==> src/rtl/restoring_divider.sv <==
// Multi-cycle unsigned restoring divider. A single combinational subtractor
// is reused once per clock. Each pass produces one quotient bit, so a
// full-width divide takes WIDTH iterations.

// Combinational subtractor. Borrow is set when A < B, which means the trial
// subtraction failed.
module restoring_divider_sub #(
    parameter int WIDTH = 32
) (
    input  logic [WIDTH-1:0] i_a,
    input  logic [WIDTH-1:0] i_b,
    output logic [WIDTH-1:0] o_difference,
    output logic             o_borrow
);
    assign {o_borrow, o_difference} = {1'b0, i_a} - {1'b0, i_b};
endmodule

module restoring_divider #(
    parameter int WIDTH = 32,
    parameter int CNT_W = 6
) (
    input  logic             i_clk,
    input  logic             i_reset,
    input  logic             i_start,
    input  logic [WIDTH-1:0] i_dividend,
    input  logic [WIDTH-1:0] i_divisor,
    output logic [WIDTH-1:0] o_quotient,
    output logic [WIDTH-1:0] o_remainder,
    output logic             o_busy,
    output logic             o_done,
    output logic             o_div_zero
);
    typedef enum logic [1:0] {
        S_IDLE = 2'd0,
        S_RUN  = 2'd1,
        S_DONE = 2'd2
    } state_t;

    localparam logic [CNT_W-1:0] ITERS    = CNT_W'(WIDTH);
    localparam logic [CNT_W-1:0] LAST_CNT = CNT_W'(1);

    state_t           r_state;
    logic [WIDTH-1:0] r_rem;
    logic [WIDTH-1:0] r_q;
    logic [WIDTH-1:0] r_d;
    logic [CNT_W-1:0] r_count;
    logic [WIDTH-1:0] r_quotient;
    logic [WIDTH-1:0] r_remainder;
    logic             r_busy;
    logic             r_done;
    logic             r_div_zero;

    logic             w_msb;
    logic [WIDTH-1:0] w_rs;
    logic [WIDTH-1:0] w_diff;
    logic             w_borrow;
    logic             w_accept;
    logic [WIDTH-1:0] w_rem_next;
    logic [WIDTH-1:0] w_q_next;

    // Shift the partial remainder left and bring in the next dividend bit.
    // The bit shifted out of R is the 33rd bit of the trial value. It only
    // matters when the divisor has its top bit set.
    assign w_msb = r_rem[WIDTH-1];
    assign w_rs  = {r_rem[WIDTH-2:0], r_q[WIDTH-1]};

    restoring_divider_sub #(.WIDTH(WIDTH)) u_sub (
        .i_a          (w_rs),
        .i_b          (r_d),
        .o_difference (w_diff),
        .o_borrow     (w_borrow)
    );

    // If the 33-bit trial value is at least D, keep the difference.
    // Otherwise restore the value to the shifted remainder.
    assign w_accept   = w_msb | ~w_borrow;
    assign w_rem_next = w_accept ? w_diff : w_rs;
    assign w_q_next   = {r_q[WIDTH-2:0], w_accept};

    // Control FSM with the iteration datapath and the registered result outputs.
    always_ff @(posedge i_clk or posedge i_reset) begin
        if (i_reset) begin
            r_state     <= S_IDLE;
            r_rem       <= '0;
            r_q         <= '0;
            r_d         <= '0;
            r_count     <= '0;
            r_quotient  <= '0;
            r_remainder <= '0;
            r_busy      <= 1'b0;
            r_done      <= 1'b0;
            r_div_zero  <= 1'b0;
        end else begin
            case (r_state)
                S_IDLE: begin
                    if (i_start) begin
                        if (i_divisor != '0) begin
                            r_d        <= i_divisor;
                            r_q        <= i_dividend;
                            r_rem      <= '0;
                            r_count    <= ITERS;
                            r_div_zero <= 1'b0;
                            r_busy     <= 1'b1;
                            r_state    <= S_RUN;
                        end else begin
                            // Divide by zero skips the iterations.
                            // Report the conventional all-ones quotient.
                            r_quotient  <= '1;
                            r_remainder <= i_dividend;
                            r_div_zero  <= 1'b1;
                            r_done      <= 1'b1;
                            r_state     <= S_DONE;
                        end
                    end
                end
                S_RUN: begin
                    r_rem   <= w_rem_next;
                    r_q     <= w_q_next;
                    r_count <= r_count - LAST_CNT;
                    if (r_count == LAST_CNT) begin
                        r_quotient  <= w_q_next;
                        r_remainder <= w_rem_next;
                        r_busy      <= 1'b0;
                        r_done      <= 1'b1;
                        r_state     <= S_DONE;
                    end
                end
                S_DONE: begin
                    r_done  <= 1'b0;
                    r_state <= S_IDLE;
                end
                default: begin
                    r_busy  <= 1'b0;
                    r_done  <= 1'b0;
                    r_state <= S_IDLE;
                end
            endcase
        end
    end

    assign o_quotient  = r_quotient;
    assign o_remainder = r_remainder;
    assign o_busy      = r_busy;
    assign o_done      = r_done;
    assign o_div_zero  = r_div_zero;
endmodule

==> config.mk <==
export PLATFORM = sky130hd
export DESIGN_NAME = restoring_divider
export DESIGN_NICKNAME = d
export VERILOG_FILES = /design/src/rtl/restoring_divider.sv
export SDC_FILE = /design/constraint.sdc
export NUM_CORES = 1
export LEC_CHECK = 0
export CORE_ASPECT_RATIO = 0.5
export CORE_MARGIN = 10
export CORE_UTILIZATION = 50
export CTS_CLUSTER_DIAMETER = 150
export DETAILED_ROUTE_END_ITERATION = 8
export MAX_ROUTING_LAYER = met4
export PLACE_DENSITY = 0.77
export SLEW_MARGIN = 10
export SYNTH_ARGS = -nofsm -noshare
export SYNTH_HDL_FRONTEND = slang
export SYNTH_SLANG_ARGS = --single-unit
==> constraint.sdc <==
create_clock -name i_clk -period 4.8 [get_ports i_clk]
set_input_delay 0.48 -clock i_clk [delete_from_list [all_inputs] [get_ports i_clk]]
set_output_delay 0.48 -clock i_clk [all_outputs]
set_load 0.005 [all_outputs]
Word-level counts from Yosys, hierarchy flattened --
Index checks and enable logic that the tools add are counted.
Storage, ports and cells: logic and storage cells 63, flip-flop bits (word level) 171
Cells by class: $add $sub $neg 2, equal/unequal tests 7, reduce and logical (&&, ||, !) cells 10, muxes and demuxes 31, bitwise gates (word level) 3
Operators with widths (count):
- two-way mux 32 bit | 11
- case mux 32 bit (2 select lines) | 4
- subtractor 32 x 32 -> 33 bit | 1
- nonzero test 32 bit | 1
- two-way mux 6 bit | 2
- case mux 6 bit (2 select lines) | 1
- AND reduction 3 bit | 3
- != test 2 bit (second input constant) | 4
- AND reduction 4 bit | 2
- two-way mux 1 bit | 7
- == test 6 x 1 -> 1 bit (second input constant) | 1
- two-way mux 2 bit | 3
- subtractor 6 x 1 -> 6 bit (second input constant) | 1
- case mux 2 bit (2 select lines) | 1
- AND reduction 2 bit | 2
- case mux 1 bit (3 select lines) | 1
- == test 2 x 1 -> 1 bit (second input constant) | 1
- == test 2 bit (second input constant) | 1
- logical NOT 2 bit | 1
- inverter 1 bit | 2
- case mux 1 bit (2 select lines) | 1
- nonzero test 2 bit | 1
- OR 1 bit | 1

Longest topological paths before layout --
Gate-level depths: netlist (run 1).
depth in word-level cells 6, depth in mapped cells 13

Modules after synthesis --
A second synthesis (run 1) with hierarchy kept.
Unflattened totals: cells, all modules 896, area, all modules 9501.6 um2
Modules (own cells, without submodules):
- restoring_divider | area an instance 7522.2 um2, cells each 595, instances 1
- restoring_divider_sub | area an instance 1979.4 um2, cells each 301, instances 1

Least setup slack after synthesis (run 1) --
Ideal clock, no wire load.
kind flip-flop to flip-flop, start reg r_q[31], end reg r_remainder[2] (netlist: o_remainder[2]), library setup time 84 ps, path slack 1920 ps, buffers on the path 0, arrival 2796 ps, data required time 4716 ps, cell stages (with the launch flop) 12, clock period less this slack 2880 ps, cells stage by stage dfrtp_1 -> inv_1 -> ha_1 -> fa_1 -> nor2b_1 -> o2111ai_1 -> a31oi_2 -> nor3_2 -> o311ai_4 -> nand2_2 -> or4_4 -> a41oi_2
On the way: cells in the longest elaborated chain, start to end 6
Ends and longest elaborated chain:
- start: declaration | line 44 | logic [WIDTH-1:0] r_q;
- start signal: assignment | line 99 | r_q <= i_dividend;
- start signal: assignment | line 118 | r_q <= w_q_next;
- subtractor 32 x 32 -> 33 bit * | line 15 | assign {o_borrow, o_difference} = {1'b0, i_a} - {1'b0, i_b};
- inverter 1 bit | line 76 | assign w_accept = w_msb | ~w_borrow;
- OR 1 bit | line 76
- two-way mux 32 bit * | line 77 | assign w_rem_next = w_accept ? w_diff : w_rs;
- two-way mux 32 bit * | line 120 | if (r_count == LAST_CNT) begin
- case mux 32 bit (2 select lines) * | line 94 | case (r_state)
- end signal: assignment | line 109 | r_remainder <= i_dividend;
- end signal: assignment | line 122 | r_remainder <= w_rem_next;
- end: declaration | line 48 | logic [WIDTH-1:0] r_remainder;
Every way passes the cells marked *; elsewhere a longest branch is shown, timed or not. The select of a mux whose other input is x is not followed. A chain may end at the register's enable or synchronous reset.

Worst setup path in the final report (run 1) --
start reg r_d[0], end reg r_remainder[8] (netlist: o_remainder[8])
On the way: cells in the longest elaborated chain, start to end 6
Ends and longest elaborated chain:
- start: declaration | line 45 | logic [WIDTH-1:0] r_d;
- start signal: assignment | line 98 | r_d <= i_divisor;
- subtractor 32 x 32 -> 33 bit * | line 15
- inverter 1 bit | line 76
- OR 1 bit | line 76
- two-way mux 32 bit * | line 77
- two-way mux 32 bit * | line 120
- case mux 32 bit (2 select lines) * | line 94
Marked as above.

==> impl_metrics.tcl, run 1 <==
set metrics [dict create \
    outcome "completed" \
    postSynthCellCount 997 \
    required_ns 5.14 \
    clk_pin_slew_ns 0.08 \
    clock_sinks 171 \
    p_int_uw 4950 \
    swShare_pct 46.2 \
    ctsHoldBuffers 0 \
    detailed_place_hpwl_um 21100 \
    track_usage_pct 24.0 \
    final_nets 1203 \
    root_buffer "clkbuf_16" \
    n_antenna_cell 0 \
    synth_edf_count 0 \
    finalWorstSetupSlack_ns 1.10 \
    n_fill_cell 1480 \
    seq_area_mm2 0.00428 \
    max_slew.worst_pin.slew_ns 0.932 \
    grt_pass1_vias 7687 \
    cts_tree "yes" \
    numCtsBuffers 17 \
    reg2regPathDepth 10 \
    htreeDepth 4 \
    syn_nets 1099 \
    area_growth_pct 23.3 \
    post_drt_wl_per_cell_um 20.9 \
    drv_slew 0 \
    finalSetupViolCount 0 \
    die_h_um 115 \
    relSlewSlack_pct 37.9 \
    drt_drc_violations_left 0 \
    insertion_delay_ns 0.43 \
    antenna_found_initial 0 \
    end_kind "flop" \
    routed_wl_um 28200 \
    dieWidth_um 210 \
    drt_iter0_markers 836 \
    syn_avg_cell_area_um2 9.08 \
    placedCellCount 1316 \
    cp_max_fo 23 \
    power.switching_uw 4250 \
    seq_power_share_pct 28.5 \
    antenna_left 0 \
    power_leakage_uw 0.00487 \
    port_buffers 133 \
    synth_area_mm2 0.00905 \
    multi_input_area_mm2 0.00436 \
    cts_setup_buffers 0 \
    cts_resized 0 \
    ys_warn_count 0 \
    grt_start_max_net_pins 172 \
    rows 34 \
    dr.pass1.iters 8 \
    core-area_mm2 0.0176 \
    cellPowerDensity_mw_per_mm2 825 \
    synthArstFlopShare_pct 100 \
    worst-setup-path-type "reg -> reg" \
    tns_ns 0 \
    hold_class "reg -> reg" \
    ys_seq_area_share_pct 47.3 \
    drive_gt1_share_pct 5.66 \
    die_area_mm2 0.0242 \
    ir_drop_uv 340 \
    finalClockSkew_ns 0.0147 \
    initial_core_util_pct 51.5 \
    maxCapViolations 0 \
    min_path_cells 1 \
    grt_pass1_wl_um 44100 \
    hold_viol_final 0 \
    synthDistinctLibCells 69 \
    final_cells 1348 \
    clockPowerShare_pct 15.6 \
    comb_power_share_pct 55.9 \
    pre_cts_slack_ns 1.02 \
    grt_overflow 0 \
    synthFlopType "dfrtp_1" \
    ys_seq_elements 171 \
    startpoint_type "flop" \
    gp_congestion 0.998 \
    cp.arrival_ns 4.04 \
    min_period_over_period_pct 77.1 \
    num_io_pins 134 \
    via_per_inst 6.02 \
    vias 8121 \
    fmax_mhz 270 \
    rsz0062_at_grt "no" \
    period_needed_ns 3.70 \
    cts.path.max_buffers 2 \
]
==> synth_stat cells, drive strengths merged, types with 3 or more instances <==
master   count  area share [%]
a221oi       9            0.94
nand4       12            0.83
a2111o       3            0.37
or4          3            0.33
buf         20             1.3
o31ai        3            0.25
or3          4            0.28
o21ai       66             3.6
nor3        10            0.61
xnor2        8            0.77
o22a        34             3.3
nor3b        3            0.25
and3         6            0.41
ha          34             4.7
a211oi       3            0.25
clkbuf      39             1.6
a41oi       15             1.6
and2         5            0.35
o311ai       3            0.48
o211ai       6            0.50
xor2        15             1.5
nor2b       10            0.69
a21oi       31             1.7
o2111ai      4            0.39
nor2        95             4.0
mux2i       10             1.1
a21o        18             1.5
a31oi       51             3.6
nand2      168             7.0
inv         48             2.0
nand3       47             2.6
dfrtp      171              47
o21a         4            0.33
nor4         9            0.62
==> cells in the final DEF, fill, tap and decap left out, types with 34 or more instances in the layout <==
master and instances:
clkdlybuf4s50_1 133, o21ai_0 65, nor2_1 93, o22a_1 34, nand2_1 166, dfrtp_1 171
ha_1 34, a31oi_1 50, nand3_1 47, inv_1 46
==> kinds of logic after synthesis <==
family	count (synthesis)	share of synthesized area, %
adder cells (fa/ha/maj)	35	4.92
XOR/XNOR	23	2.23
multiplexers	12	1.35
buffers and inverters	107	4.89
flip-flops	171	47.3
AND/OR/NAND/NOR	379	18.5
AO/OA/AOI/OAI	270	20.8
==> per-layer routing <==
metal  track usage (%)  wire length, um  up-vias
li1                  -                -     3786
met1              35.4            13300     3914
met2              32.8            11600      395
met3              5.68             2920       26
met4              3.93              294        0
met5                 -                0        -
==> worst max-delay path: stages (launching register included) <==
cell	delay, ns
dfrtp_1	0.42
ha_1	0.23
fa_1	0.38
nor2b_1	0.24
o2111ai_1	0.24
a31oi_2	0.30
nor3_2	0.14
o311ai_4	0.43
nand2_2	0.42
or4_4	0.62
a41oi_2	0.19
==> path summary, 6_finish.rpt <==
path | start | to | slack [ns]
max | r_d[0] | o_remainder[8] | 1.10
min | o_quotient[5] | o_quotient[5] | 0.51
max reg2reg | r_d[0] | o_remainder[8] | 1.10
min reg2reg | o_quotient[5] | o_quotient[5] | 0.51
max in group asynchronous | i_reset | r_d[30] | 3.46
min in group asynchronous | i_reset | o_quotient[5] | 0.64
==> state kept, by name (all words and copies together) (netlist names) <==
signal       count
o_done           1
r_rem           32
o_div_zero       1
r_count          6
o_remainder     32
r_state          2
r_d             32
o_quotient      32
r_q             32
o_busy           1
==> metrics by stage <==
step / power [uW] / area [um2] / utilization (%) / hold slack [ns]
3_5_place_dp: 7680 / 10500 / 60.0 / 0.496
5_1_grt: 9850 / 11200 / 63.5 / 0.541
6_report: 9210 / 11200 / 63.5 / 0.509
4_1_cts: 9140 / 11200 / 63.5 / 0.513
2_1_floorplan: 5890 / 9060 / - / 0.450
3_3_place_gp: 7560 / 10500 / 60.0 / 0.492
==> final cells by class <==
cell class / count / area share, %
tap: 234 / 2.62
inverter: 48 / 1.65
sequential: 171 / 38.3
clock buffer: 17 / 3.81
timing repair buffer: 144 / 12.8
multi-input combinational: 719 / 39.0
clock inverter: 15 / 1.76
==> power groups by stage <==
stage               sequential [uW]  clock [uW]  combinational, uW
global placement               2610           0               4940
CTS                            2610        1450               5080
global route                   2690        1520               5640
finish                         2620        1440               5150
floorplan                      2480           0               3410
detailed placement             2630           0               5040
Power figures use the tool's default switching activity.
==> run 2, diff against run 1 <==
- clock period: 4.8 -> 3.4 ns (I/O delays scaled with it)
==> impl_metrics.tcl, run 2 (synthesis results as in run 1) <==
set metrics [dict create \
    grt_overflow 0 \
    area_growth_pct 25.4 \
    cts_tree "yes" \
    antenna_left 0 \
    grt_pass1_vias 7715 \
    r2r_slack_ns 0.15 \
    cp.arrival_ns 3.60 \
    die_h_um 115 \
    rsz0062_at_grt "no" \
    drive_gt1_share_pct 7.47 \
    placedCellCount 1339 \
    drt_iter0_markers 990 \
    power_leakage_uw 0.00498 \
    maxCapViolations 0 \
    die_area_mm2 0.0242 \
    crit_chain "inv_1 > ha_1 > fa_1 > nor2b_4 > o2111ai_4 > a31oi_4 > nor3_4 > o311ai_4 > buf_4 > nand2_4 > or4_4 > a41oi_2" \
    detailed_place_hpwl_um 22100 \
    num_io_pins 134 \
    insertion_delay_ns 0.44 \
    most-common-layout-cells "dfrtp_1 (171), nand2_1 (167), clkdlybuf4s50_1 (133)" \
    outcome "completed" \
    relSlewSlack_pct 33.4 \
    end_kind "flop" \
    cp_max_fo 13 \
    track_usage_pct 24.1 \
    min_period_over_period_pct 95.6 \
    finalSetupViolCount 0 \
    startpoint_type "flop" \
    antenna_found_initial 0 \
    grt_pass1_wl_um 44400 \
    n_antenna_cell 0 \
    clk_pin_slew_ns 0.07 \
    root_buffer "clkbuf_16" \
    pre_cts_slack_ns 0.0870 \
    finalWorstSetupSlack_ns 0.149 \
    n_fill_cell 1452 \
    crit_slowest_cell "or4_4" \
    dieWidth_um 210 \
    cts.path.max_buffers 2 \
    initial_core_util_pct 51.5 \
    cellPowerDensity_mw_per_mm2 1170 \
    final_cells 1372 \
    final_nets 1227 \
    timing.rr.start "r_q[31]" \
    port_buffers 133 \
    htreeDepth 4 \
    tns_ns 0 \
    routed_wl_um 28600 \
    via_per_inst 6.00 \
    reg2regPathDepth 12 \
    period_needed_ns 3.25 \
    required_ns 3.75 \
    power.total_uw 13200 \
    hold_viol_final 0 \
    vias 8229 \
    finalClockSkew_ns 0.0172 \
    post_drt_wl_per_cell_um 20.8 \
    drt_drc_violations_left 0 \
    dr.pass1.iters 6 \
    gp_congestion 0.969 \
    ir_drop_uv 603 \
    worst-setup-path-type "reg -> reg" \
    drv_slew 0 \
    fmax_mhz 308 \
    hold_class "in -> async" \
    final_common_cell "dfrtp_1" \
    core-area_mm2 0.0176 \
    rows 34 \
    clock_sinks 171 \
    critPathMaxStageDelay_ns 0.53 \
    numCtsBuffers 17 \
    ctsHoldBuffers 0 \
    grt_start_max_net_pins 67 \
    max_slew.worst_pin.slew_ns 0.997 \
    setup.worst_path.start "r_q[31]" \
]
[run 2: where the power goes]
part,internal (uW),total [uW],switching [uW]
Sequential,3000,3700,697
Combinational,3160,7640,4480
Clock,1030,1900,870
Total,7190,13200,6050
[run 2: layout make-up]
| class | count | area, um2 | area share (%) |
|---|---|---|---|
| tap | 234 | 293 | 2.58 |
| inverter | 48 | 184 | 1.62 |
| multi-input combinational | 719 | 4400 | 38.7 |
| clock inverter | 12 | 129 | 1.14 |
| sequential | 171 | 4280 | 37.7 |
| timing repair buffer | 168 | 1630 | 14.4 |
| clock buffer | 20 | 437 | 3.85 |
[run 2: per-layer routing]
metal	wire (um)	track usage [%]	share of wire (%)
met5	0	-	0
met4	282	4.99	0.99
met3	2910	6.74	10
met2	11700	32.3	41
met1	13700	35.2	48
[run 2: through the flow]
| step | area [um2] | utilization [%] | hold WS [ns] |
|---|---|---|---|
| finish | 11400 | 64.6 | 0.483 |
| global route | 11400 | 64.6 | 0.509 |
| CTS | 11300 | 64.3 | 0.485 |
| detailed placement | 10700 | 61.1 | 0.473 |
| global placement | 10700 | 61.1 | 0.467 |
| floorplan | 9060 | - | 0.445 |
[run 2: repair_timing]
action / 4_1_cts / 5_1_grt
gates resized for setup: 0 / 7
endpoints found under the setup margin: 0 / 34
buffers inserted: 0 / 1
[run 2: critical path: cells and delay by family, from the launching register on]
kind	cells	cell delay (ns)
compound gates	4	0.98
fa+ha+maj	2	0.64
buf+inv	2	0.24
flops	1	0.37
simple gates	4	0.92
[run 2: worst paths after layout]
check,endpoint
setup / recovery,o_remainder[8]
setup reg to reg,o_remainder[8]
hold reg to reg,r_d[0]
hold / removal,o_quotient[5]
max in group asynchronous,o_remainder[9]
min in group i_clk,r_d[31]
==> run 3, diff against run 2 <==
- CORE_MARGIN: 10 -> 2
==> impl_metrics.tcl, run 3 (synthesis results as in run 1) <==
set metrics [dict create \
    outcome "complete, but fails checks" \
    violations "DRC" \
    grt_overflow 0 \
    grt_pass1_vias 7854 \
    cp_max_fo 10 \
    drv_slew 0 \
    detailed_place_hpwl_um 20600 \
    htreeDepth 4 \
    final_common_cell "dfrtp_1" \
    drt_iter0_markers 1090 \
    insertion_delay_ns 0.42 \
    cp.arrival_ns 3.60 \
    required_ns 3.74 \
    hold_viol_final 0 \
    final_cells 1363 \
    antenna_left 0 \
    final_util_pct 64.5 \
    startpoint_type "flop" \
    ir_drop_uv 593 \
    power.total_uw 13200 \
    cts.path.max_buffers 2 \
    power_leakage_uw 0.00494 \
    cts_setup_buffers 0 \
    placedCellCount 1331 \
    hold_class "in -> async" \
    root_buffer "clkbuf_16" \
    most-common-layout-cells "dfrtp_1 (171), nand2_1 (167), clkdlybuf4s50_1 (133)" \
    grt_start_max_net_pins 83 \
    dieWidth_um 194 \
    numCtsBuffers 17 \
    clk_pin_slew_ns 0.08 \
    n_antenna_cell 0 \
    final_nets 1218 \
    drive_gt1_share_pct 7.44 \
    drt_drc_violations_left 6 \
    initial_core_util_pct 51.5 \
    cellPowerDensity_mw_per_mm2 1170 \
    post_drt_wl_per_cell_um 20.2 \
    finalWorstSetupSlack_ns 0.140 \
    port_buffers 133 \
    max_slew.worst_pin.slew_ns 0.865 \
    via_per_inst 6.08 \
    antenna_found_initial 0 \
    dr.pass1.iters 8 \
    area_growth_pct 25.1 \
    die_area_mm2 0.0193 \
    num_io_pins 134 \
    maxCapViolations 0 \
    period_needed_ns 3.26 \
    min_period_over_period_pct 95.9 \
    finalSetupViolCount 0 \
    pre_cts_slack_ns 0.165 \
    clock_sinks 171 \
    cts_resized 0 \
    gp_congestion 0.929 \
    ctsHoldBuffers 0 \
    routed_wl_um 27500 \
    core-area_mm2 0.0176 \
    relSlewSlack_pct 42.3 \
    cts_tree "yes" \
    n_fill_cell 1433 \
    die_h_um 99.2 \
    finalClockSkew_ns 0.0112 \
    grt_pass1_wl_um 43800 \
    rows 34 \
    track_usage_pct 30.3 \
    vias 8293 \
    worst-setup-path-type "reg -> reg" \
    end_kind "flop" \
    fmax_mhz 307 \
]
==> run 3: changes by cell type in the layout (fill, tap and decap cells not counted), moves of 3 or more <==
cell,change
buf_4,-11
a41oi_1,-3
a41oi_2,+3
clkinv_8,+3
mux2i_1,-3
==> run 3: worst max-delay path, stage by stage, from the launching register on <==
cell and delay (ns):
dfrtp_1 0.41, inv_1 0.06, ha_1 0.23, fa_1 0.40, nor2b_2 0.18, o2111ai_1 0.21, a31oi_2 0.32, nor3_2 0.14
o311ai_4 0.34, nand2_4 0.16, or4_4 0.52, a41oi_2 0.20
==> run 3: layer usage <==
metal,global-route usage (%),vias up,wire length [um]
met5,-,-,0
met4,5.38,0,382
met3,7.93,33,3010
met2,39.7,437,10700
met1,46.8,4007,13400
li1,-,3816,-
==> run 3: per-stage QoR <==
stage | hold slack (ns) | setup TNS [ns] | cell area [um2]
after detailed placement | 0.480 | 0 | 10700
after CTS | 0.395 | 0 | 11300
after global routing | 0.423 | -0.00704 | 11300
final | 0.383 | 0 | 11300
after global placement | 0.470 | 0 | 10700
after floorplan | 0.445 | 0 | 9060
==> run 3: final timing paths <==
kind,slack (ns),from,end,depth (start not counted)
setup reg to reg,0.14,r_q[31],o_remainder[8],11
min in group i_clk,0.50,i_divisor[31],r_d[31],3
hold / removal,0.38,i_reset,o_quotient[3],2
hold reg to reg,0.50,r_d[0],r_d[0],2
max in group asynchronous,2.10,i_reset,r_rem[16],3
setup / recovery,0.14,r_q[31],o_remainder[8],11
==> run 3: where the power goes <==
| part | internal, uW | switching, uW |
|---|---|---|
| Combinational | 3160 | 4450 |
| Clock | 984 | 937 |
| Sequential | 3000 | 692 |
==> run 3: area by class of cell <==
cell class              count  area, um2  area share [%]
multi-input cells         719       4410            38.9
flip-flops and latches    171       4280            37.8
repair buffers            159       1580            14.0
clock buffers              18        429            3.79
well taps                 234        293            2.59
inverters                  48        184            1.62
clock inverters            14        154            1.36
